==> src/rtl/util_avl2fifo_sched.sv <==
// Write scheduler for the TX Avalon-to-FIFO adapter: paces write enables at a
// fractional num/den rate and marks the first write of every frame with a sync strobe.
module util_avl2fifo_sched #(
    parameter int CNT_WIDTH = 16
) (
    input  logic                 clk,
    input  logic                 rst_n,
    input  logic                 ctrl_start,
    input  logic                 ctrl_stop,
    input  logic [CNT_WIDTH-1:0] cfg_period,
    input  logic [7:0]           cfg_num,
    input  logic [7:0]           cfg_den,
    input  logic                 fifo_wr_ready,
    output logic                 fifo_wr_en,
    output logic                 fifo_wr_sync,
    input  logic                 stat_clr,
    output logic [1:0]           stat_state,
    output logic                 stat_busy,
    output logic [15:0]          stat_frame_cnt,
    output logic                 stat_uflow,
    output logic [7:0]           stat_uflow_cnt,
    output logic                 stat_cfg_err
);

    typedef enum logic [1:0] {
        ST_IDLE  = 2'd0,
        ST_ARM   = 2'd1,
        ST_RUN   = 2'd2,
        ST_DRAIN = 2'd3
    } state_t;

    state_t               state_q, state_d;
    logic [CNT_WIDTH-1:0] period_q, period_d;
    logic [CNT_WIDTH-1:0] wcnt_q, wcnt_d;
    logic [7:0]           num_q, num_d;
    logic [7:0]           den_q, den_d;
    logic [7:0]           acc_q, acc_d;
    logic [15:0]          frame_cnt_q, frame_cnt_d;
    logic                 wr_en_q, wr_en_d;
    logic                 wr_sync_q, wr_sync_d;
    logic                 uflow_q, uflow_d;
    logic [7:0]           uflow_cnt_q, uflow_cnt_d;
    logic                 cfg_err_q, cfg_err_d;

    logic [8:0] sum;
    logic       write_due;
    logic       last_write;
    logic       cfg_ok;
    logic       cfg_err_set;
    logic       uflow_evt;

    always_comb begin
        state_d     = state_q;
        period_d    = period_q;
        wcnt_d      = wcnt_q;
        num_d       = num_q;
        den_d       = den_q;
        acc_d       = acc_q;
        frame_cnt_d = frame_cnt_q;
        wr_en_d     = 1'b0;
        wr_sync_d   = 1'b0;
        uflow_d     = uflow_q;
        uflow_cnt_d = uflow_cnt_q;
        cfg_err_d   = cfg_err_q;
        cfg_err_set = 1'b0;

        // acc < den always holds, so the sum fits in 9 bits and s-den fits in 8
        sum        = {1'b0, acc_q} + {1'b0, num_q};
        write_due  = (sum >= {1'b0, den_q});
        last_write = (wcnt_q == period_q - CNT_WIDTH'(1));
        cfg_ok     = (cfg_period != '0) && (cfg_num != 8'd0) && (cfg_num <= cfg_den);
        uflow_evt  = wr_en_q & ~fifo_wr_ready;

        case (state_q)
            ST_IDLE: begin
                if (ctrl_start && !ctrl_stop) begin
                    if (cfg_ok) begin
                        period_d    = cfg_period;
                        num_d       = cfg_num;
                        den_d       = cfg_den;
                        acc_d       = cfg_den - cfg_num;
                        wcnt_d      = '0;
                        frame_cnt_d = 16'd0;
                        state_d     = ST_ARM;
                    end else begin
                        cfg_err_set = 1'b1;
                    end
                end
            end
            ST_ARM: begin
                if (ctrl_stop) begin
                    state_d = ST_IDLE;
                end else if (fifo_wr_ready) begin
                    state_d = ST_RUN;
                end
            end
            default: begin
                if (write_due) begin
                    acc_d     = sum[7:0] - den_q;
                    wr_en_d   = 1'b1;
                    wr_sync_d = (wcnt_q == '0);
                    if (last_write) begin
                        wcnt_d      = '0;
                        frame_cnt_d = frame_cnt_q + 16'd1;
                    end else begin
                        wcnt_d = wcnt_q + CNT_WIDTH'(1);
                    end
                end else begin
                    acc_d = sum[7:0];
                end

                // Leave only on a frame boundary: either already there or closing it now
                if (state_q == ST_RUN) begin
                    if (ctrl_stop) begin
                        if ((!write_due && wcnt_q == '0) || (write_due && last_write)) begin
                            state_d = ST_IDLE;
                        end else begin
                            state_d = ST_DRAIN;
                        end
                    end
                end else if (write_due && last_write) begin
                    state_d = ST_IDLE;
                end
            end
        endcase

        if (cfg_err_set) begin
            cfg_err_d = 1'b1;
        end else if (stat_clr) begin
            cfg_err_d = 1'b0;
        end

        if (uflow_evt) begin
            uflow_d = 1'b1;
            if (stat_clr) begin
                uflow_cnt_d = 8'd1;
            end else if (uflow_cnt_q != 8'hFF) begin
                uflow_cnt_d = uflow_cnt_q + 8'd1;
            end
        end else if (stat_clr) begin
            uflow_d     = 1'b0;
            uflow_cnt_d = 8'd0;
        end
    end

    always_ff @(posedge clk or negedge rst_n) begin
        if (!rst_n) begin
            state_q     <= ST_IDLE;
            period_q    <= '0;
            wcnt_q      <= '0;
            num_q       <= 8'd0;
            den_q       <= 8'd0;
            acc_q       <= 8'd0;
            frame_cnt_q <= 16'd0;
            wr_en_q     <= 1'b0;
            wr_sync_q   <= 1'b0;
            uflow_q     <= 1'b0;
            uflow_cnt_q <= 8'd0;
            cfg_err_q   <= 1'b0;
        end else begin
            state_q     <= state_d;
            period_q    <= period_d;
            wcnt_q      <= wcnt_d;
            num_q       <= num_d;
            den_q       <= den_d;
            acc_q       <= acc_d;
            frame_cnt_q <= frame_cnt_d;
            wr_en_q     <= wr_en_d;
            wr_sync_q   <= wr_sync_d;
            uflow_q     <= uflow_d;
            uflow_cnt_q <= uflow_cnt_d;
            cfg_err_q   <= cfg_err_d;
        end
    end

    assign fifo_wr_en     = wr_en_q;
    assign fifo_wr_sync   = wr_sync_q;
    assign stat_state     = state_q;
    assign stat_busy      = (state_q != ST_IDLE);
    assign stat_frame_cnt = frame_cnt_q;
    assign stat_uflow     = uflow_q;
    assign stat_uflow_cnt = uflow_cnt_q;
    assign stat_cfg_err   = cfg_err_q;

endmodule

==> config.mk <==
export PLATFORM = sky130hd
export DESIGN_NAME = util_avl2fifo_sched
export DESIGN_NICKNAME = d
export VERILOG_FILES = /design/src/rtl/util_avl2fifo_sched.sv
export SDC_FILE = /design/constraint.sdc
export NUM_CORES = 1
export LEC_CHECK = 0
export BUFFER_PORTS_ARGS = -buffer_cell sky130_fd_sc_hd__buf_2
export CORE_MARGIN = 4
export CORE_UTILIZATION = 59
export DETAILED_ROUTE_END_ITERATION = 10
export HOLD_SLACK_MARGIN = 0.03
export PLACE_DENSITY = 0.87
export SYNTH_ARGS = -nofsm -noshare
export SYNTH_HDL_FRONTEND = slang
export SYNTH_SLANG_ARGS = --single-unit
export TNS_END_PERCENT = 30
==> constraint.sdc <==
create_clock -name clk -period 4.2 [get_ports clk]
set_clock_uncertainty 0.2 [all_clocks]
set_input_delay 0.21 -clock clk [delete_from_list [all_inputs] [get_ports clk]]
set_output_delay 0.21 -clock clk [all_outputs]
set_load 0.03 [all_outputs]
==> summary.md <==
* 107 um — horizontal die dimension
* 18.8% — ratio of cells with drive above 1 in the final layout
* sky130_fd_sc_hd__dfrtp_1, sky130_fd_sc_hd__ha_1, sky130_fd_sc_hd__mux2_2, sky130_fd_sc_hd__xnor2_1, sky130_fd_sc_hd__o21ai_0 — Area contributors post-synth
* sky130_fd_sc_hd__clkbuf_8 — root buffer cell
* 6170 um2 — instance area after placement
* register — element type at the critical path end
* 0 — final count of pins violating max slew
* 2 — number of buffers on the longest clock path
* 0.250 GHz — Fmax achieved
* 1180 ps — Worst Tran Pin Value
* sky130_fd_sc_hd__dfrtp_1, sky130_fd_sc_hd__nor2_1, sky130_fd_sc_hd__nand2_1 — most numerous cell types in the synthesized netlist
* 328 — DRC violation total after the first TritonRoute iteration
* built — TritonCTS clock tree
* ha_1, fa_1, a211oi_2, nor2_1, o22ai_2, xnor2_1, ha_1, nand3_1, o211ai_1, a21oi_1, o21ai_1, and2_4, nand4_4, or4_1, a21oi_1 — CP Cell Sequence
* 3990 ps — post-route minimum period
* in -> reg — Hold Crit Class
* 3380 um2 — Multi-input gate area
* 5297 — via count of the first global-routing pass
* no — RSZ-0062 raised after global routing
* reg -> reg — worst setup path category
* 0 — number of routed nets with antenna violations
* 0 — post-detailed-route DRC marker count
* sky130_fd_sc_hd__or4_1 — slowest CP cell
* 86 — flip-flop and latch count after synthesis
* 797 — Cells after DPL
* 9 — total CTS buffers
* 15.6 mm — final routed wirelength across all metal layers
* 27.5% — Total Routing Usage GR
* 69 — I/O pin count
* 9370 um2 — placeable core area
* 0 — antenna cell count
* 787 — Total Nets Final
* 35 — Row Count
* 0.937 — final estimated routing congestion in global placement
* 24.4% — proportion of power drawn by flip-flops and latches
* 0 — max-capacitance violation count
* 21.1% — headroom to the max-slew limit
* 4090 ps — arrival time reported for the critical path endpoint
* 0 — gr ovfl total
* 0 — number of antenna violations at the first check in global routing
* 3 — htree depth
* 0 — Final Hold Vio Count
* 63 — unique cell type count in the Yosys netlist
* 851 — non-filler instance count after layout
* 37.4% — sequential share of the synthesized area
* 0 — count of endpoints failing setup in the final report
* 691 — post-synthesis net count
* completed — run status
* 3.21 mW — Int Power
* 0 — Yosys warnings
* 9.26 um2 — Avg Synthesized Cell Area
* 107 um — die extent in y
* 11400 um2 — full die area
* 17.5% — Layout Area Growth over Synthesis
* 18.3 um — routed wirelength normalized by instance count
* 0 ps — setup TNS
* 68 — number of buffers added on ports
* 61.4% — starting density of the core
* sky130_fd_sc_hd__dfrtp_1 — prevailing post-synth register cell
* 66.4% — part of the power in combinational logic
* 6760 um2 — Finished Cell Area
* 48.9% — switching power share of the total
* 370 ps — clock latency at the later pin of the worst-skew pair
* simple AND/OR/NAND/NOR gates — crit-path leading delay family
* 10.8 mm — HPWL after detailed placement
* register — Critical Path Source Type
* 0 — Post-synth EDFFs
* 87 — pin count of the biggest net entering global routing
* 0 — count of buffering cells on the critical path with inverters included
* 3.07 mW — net switching power figure
* sky130_fd_sc_hd__dfrtp_1 — most instantiated library cell after synthesis
* 684 — Filler Cell Count
* 9.2% — portion of total power attributed to the clock network
* 12 — critical path peak fanout
* 100% — async set-reset flop share out of synthesis
* 5750 um2 — area of the mapped netlist
* 5367 — routed via count
* 0.607 mV — IR drop worst, VDD
* 95.1% — post-route clock period utilization
* 6.28 mW — total design power
* 540 ps — slowest stage delay, CP
* 110 ps — Clock Pin Slew Worst Setup and Hold Paths
* 25.2 mm — wire length of the first global-routing pass
* sky130_fd_sc_hd__dfrtp_1 — dominant cell type by area after synthesis
* 86 — sink count of the clock tree
* 6.31 — average vias per placed instance
* 37.4% — area share of the leading cell type in the synthesized netlist
* 3.06 nW — total leakage power
* 621 — synthesized instance count
* 7 — iteration count of the initial detailed-routing pass
* 2150 um2 — combined flip-flop and latch cell area
* 4300 ps — Data required, critical path
* 928 nW/um2 — cell area power density
[per-layer routing]
metal,wire length (um),share of wire [%],vias to the layer above,track usage [%]
met5,0,0,-,0
met4,391,2.5,0,9.68
met3,1090,7.0,46,4.94
met2,7590,49,274,46.0
met1,6520,42,2617,35.8
li1,-,-,2430,-
[layout make-up]
type                            count  area share, %
Clock buffer                        9           1.83
Clock inverter                      7          0.925
Inverter                           36           2.00
Multi-Input combinational cell    476           50.0
Sequential cell                    86           31.8
Tap cell                          129           2.39
Timing Repair Buffer              108           11.1
[worst paths after layout]
check,startpoint,to,slack [ps],cells past startpoint
worst max-delay path,num_q[0]$_DFFE_PN0P_,stat_frame_cnt[14]$_DFFE_PN0P_,210,15
worst min-delay path,fifo_wr_ready,stat_uflow_cnt[0]$_DFFE_PN0P_,80,3
worst max register to register,num_q[0]$_DFFE_PN0P_,stat_frame_cnt[14]$_DFFE_PN0P_,210,15
worst min register to register,acc_q[0]$_DFFE_PN0P_,acc_q[0]$_DFFE_PN0P_,310,2
max in group asynchronous,rst_n,wcnt_q[13]$_DFFE_PN0P_,2690,2
min in group asynchronous,rst_n,stat_frame_cnt[7]$_DFFE_PN0P_,390,2
[cell families after synthesis]
kind of cell,Yosys count,share of synthesized area (%)
AND/OR/NAND/NOR,224,21.6
XOR/XNOR,50,7.61
adder cells (fa/ha/maj),32,7.35
multiplexers,41,7.74
buffers and inverters,60,4.46
flip-flops,86,37.4
AO/OA/AOI/OAI,128,13.9
[registers in the layout, summed over array words and instances (netlist names)]
register        flops
stat_frame_cnt     16
wcnt_q             16
fifo_wr_sync        1
stat_uflow          1
fifo_wr_en          1
period_q           16
num_q               8
den_q               8
acc_q               8
stat_state          2
stat_cfg_err        1
stat_uflow_cnt      8
[power groups by stage]
stage	sequential [mW]	combinational (mW)	clock, mW
after global placement	1.50	3.70	0
after floorplan	1.60	3.01	0
after global routing	1.58	4.55	0.622
after CTS	1.52	4.02	0.581
after detailed placement	1.54	3.95	0
final	1.53	4.17	0.579
[worst register-to-register path, stage by stage, from the launching register on]
cell	delay, ps
sky130_fd_sc_hd__dfrtp_1	400
sky130_fd_sc_hd__ha_1	240
sky130_fd_sc_hd__fa_1	460
sky130_fd_sc_hd__a211oi_2	210
sky130_fd_sc_hd__nor2_1	100
sky130_fd_sc_hd__o22ai_2	190
sky130_fd_sc_hd__xnor2_1	130
sky130_fd_sc_hd__ha_1	370
sky130_fd_sc_hd__nand3_1	90
sky130_fd_sc_hd__o211ai_1	160
sky130_fd_sc_hd__a21oi_1	80
sky130_fd_sc_hd__o21ai_1	150
sky130_fd_sc_hd__and2_4	230
sky130_fd_sc_hd__nand4_4	200
sky130_fd_sc_hd__or4_1	550
sky130_fd_sc_hd__a21oi_1	170
[per-stage QoR]
stage,setup WS (ps),util (%),hold slack [ps]
finish,208,72.1,82.1
global placement,324,65.9,232
CTS,31.6,71.8,83.1
global route,13.3,72.1,89.6
detailed placement,14.9,65.9,244
floorplan,345,-,-286
[timing repair]
item | in CTS | in global routing
gates cloned | 0 | 1
buffers inserted | 0 | 0
endpoints found under the hold margin | 128 | 0
gates resized for setup | 1 | 5
hold buffers | 37 | 0
pin swaps | 0 | 1
endpoints found under the setup margin | 1 | 27
[cell usage in the layout (no fill, tap or decap), types with 4 or more instances in the layout]
master | netlist | final
sky130_fd_sc_hd__a211oi_1 | 5 | 4
sky130_fd_sc_hd__a21oi_1 | 33 | 32
sky130_fd_sc_hd__a22o_1 | 7 | 7
sky130_fd_sc_hd__a31oi_1 | 4 | 4
sky130_fd_sc_hd__and3_1 | 17 | 17
sky130_fd_sc_hd__buf_2 | 1 | 67
sky130_fd_sc_hd__clkbuf_8 | 0 | 9
sky130_fd_sc_hd__dfrtp_1 | 86 | 86
sky130_fd_sc_hd__dlygate4sd3_1 | 0 | 37
sky130_fd_sc_hd__ha_1 | 29 | 29
sky130_fd_sc_hd__inv_1 | 36 | 36
sky130_fd_sc_hd__inv_6 | 0 | 4
sky130_fd_sc_hd__mux2_2 | 28 | 28
sky130_fd_sc_hd__mux2i_1 | 13 | 13
sky130_fd_sc_hd__nand2_1 | 45 | 45
sky130_fd_sc_hd__nand2b_1 | 5 | 5
sky130_fd_sc_hd__nand3_1 | 19 | 19
sky130_fd_sc_hd__nand4_1 | 17 | 17
sky130_fd_sc_hd__nor2_1 | 49 | 49
sky130_fd_sc_hd__nor2b_1 | 11 | 11
sky130_fd_sc_hd__nor3_1 | 9 | 9
sky130_fd_sc_hd__nor3b_1 | 5 | 5
sky130_fd_sc_hd__nor4_1 | 11 | 11
sky130_fd_sc_hd__o211ai_1 | 4 | 4
sky130_fd_sc_hd__o21ai_0 | 43 | 43
sky130_fd_sc_hd__o31ai_1 | 6 | 6
sky130_fd_sc_hd__or3_1 | 9 | 9
sky130_fd_sc_hd__or4_1 | 5 | 5
sky130_fd_sc_hd__xnor2_1 | 26 | 26
sky130_fd_sc_hd__xor2_1 | 24 | 24
(Power assumes the default switching activity.)
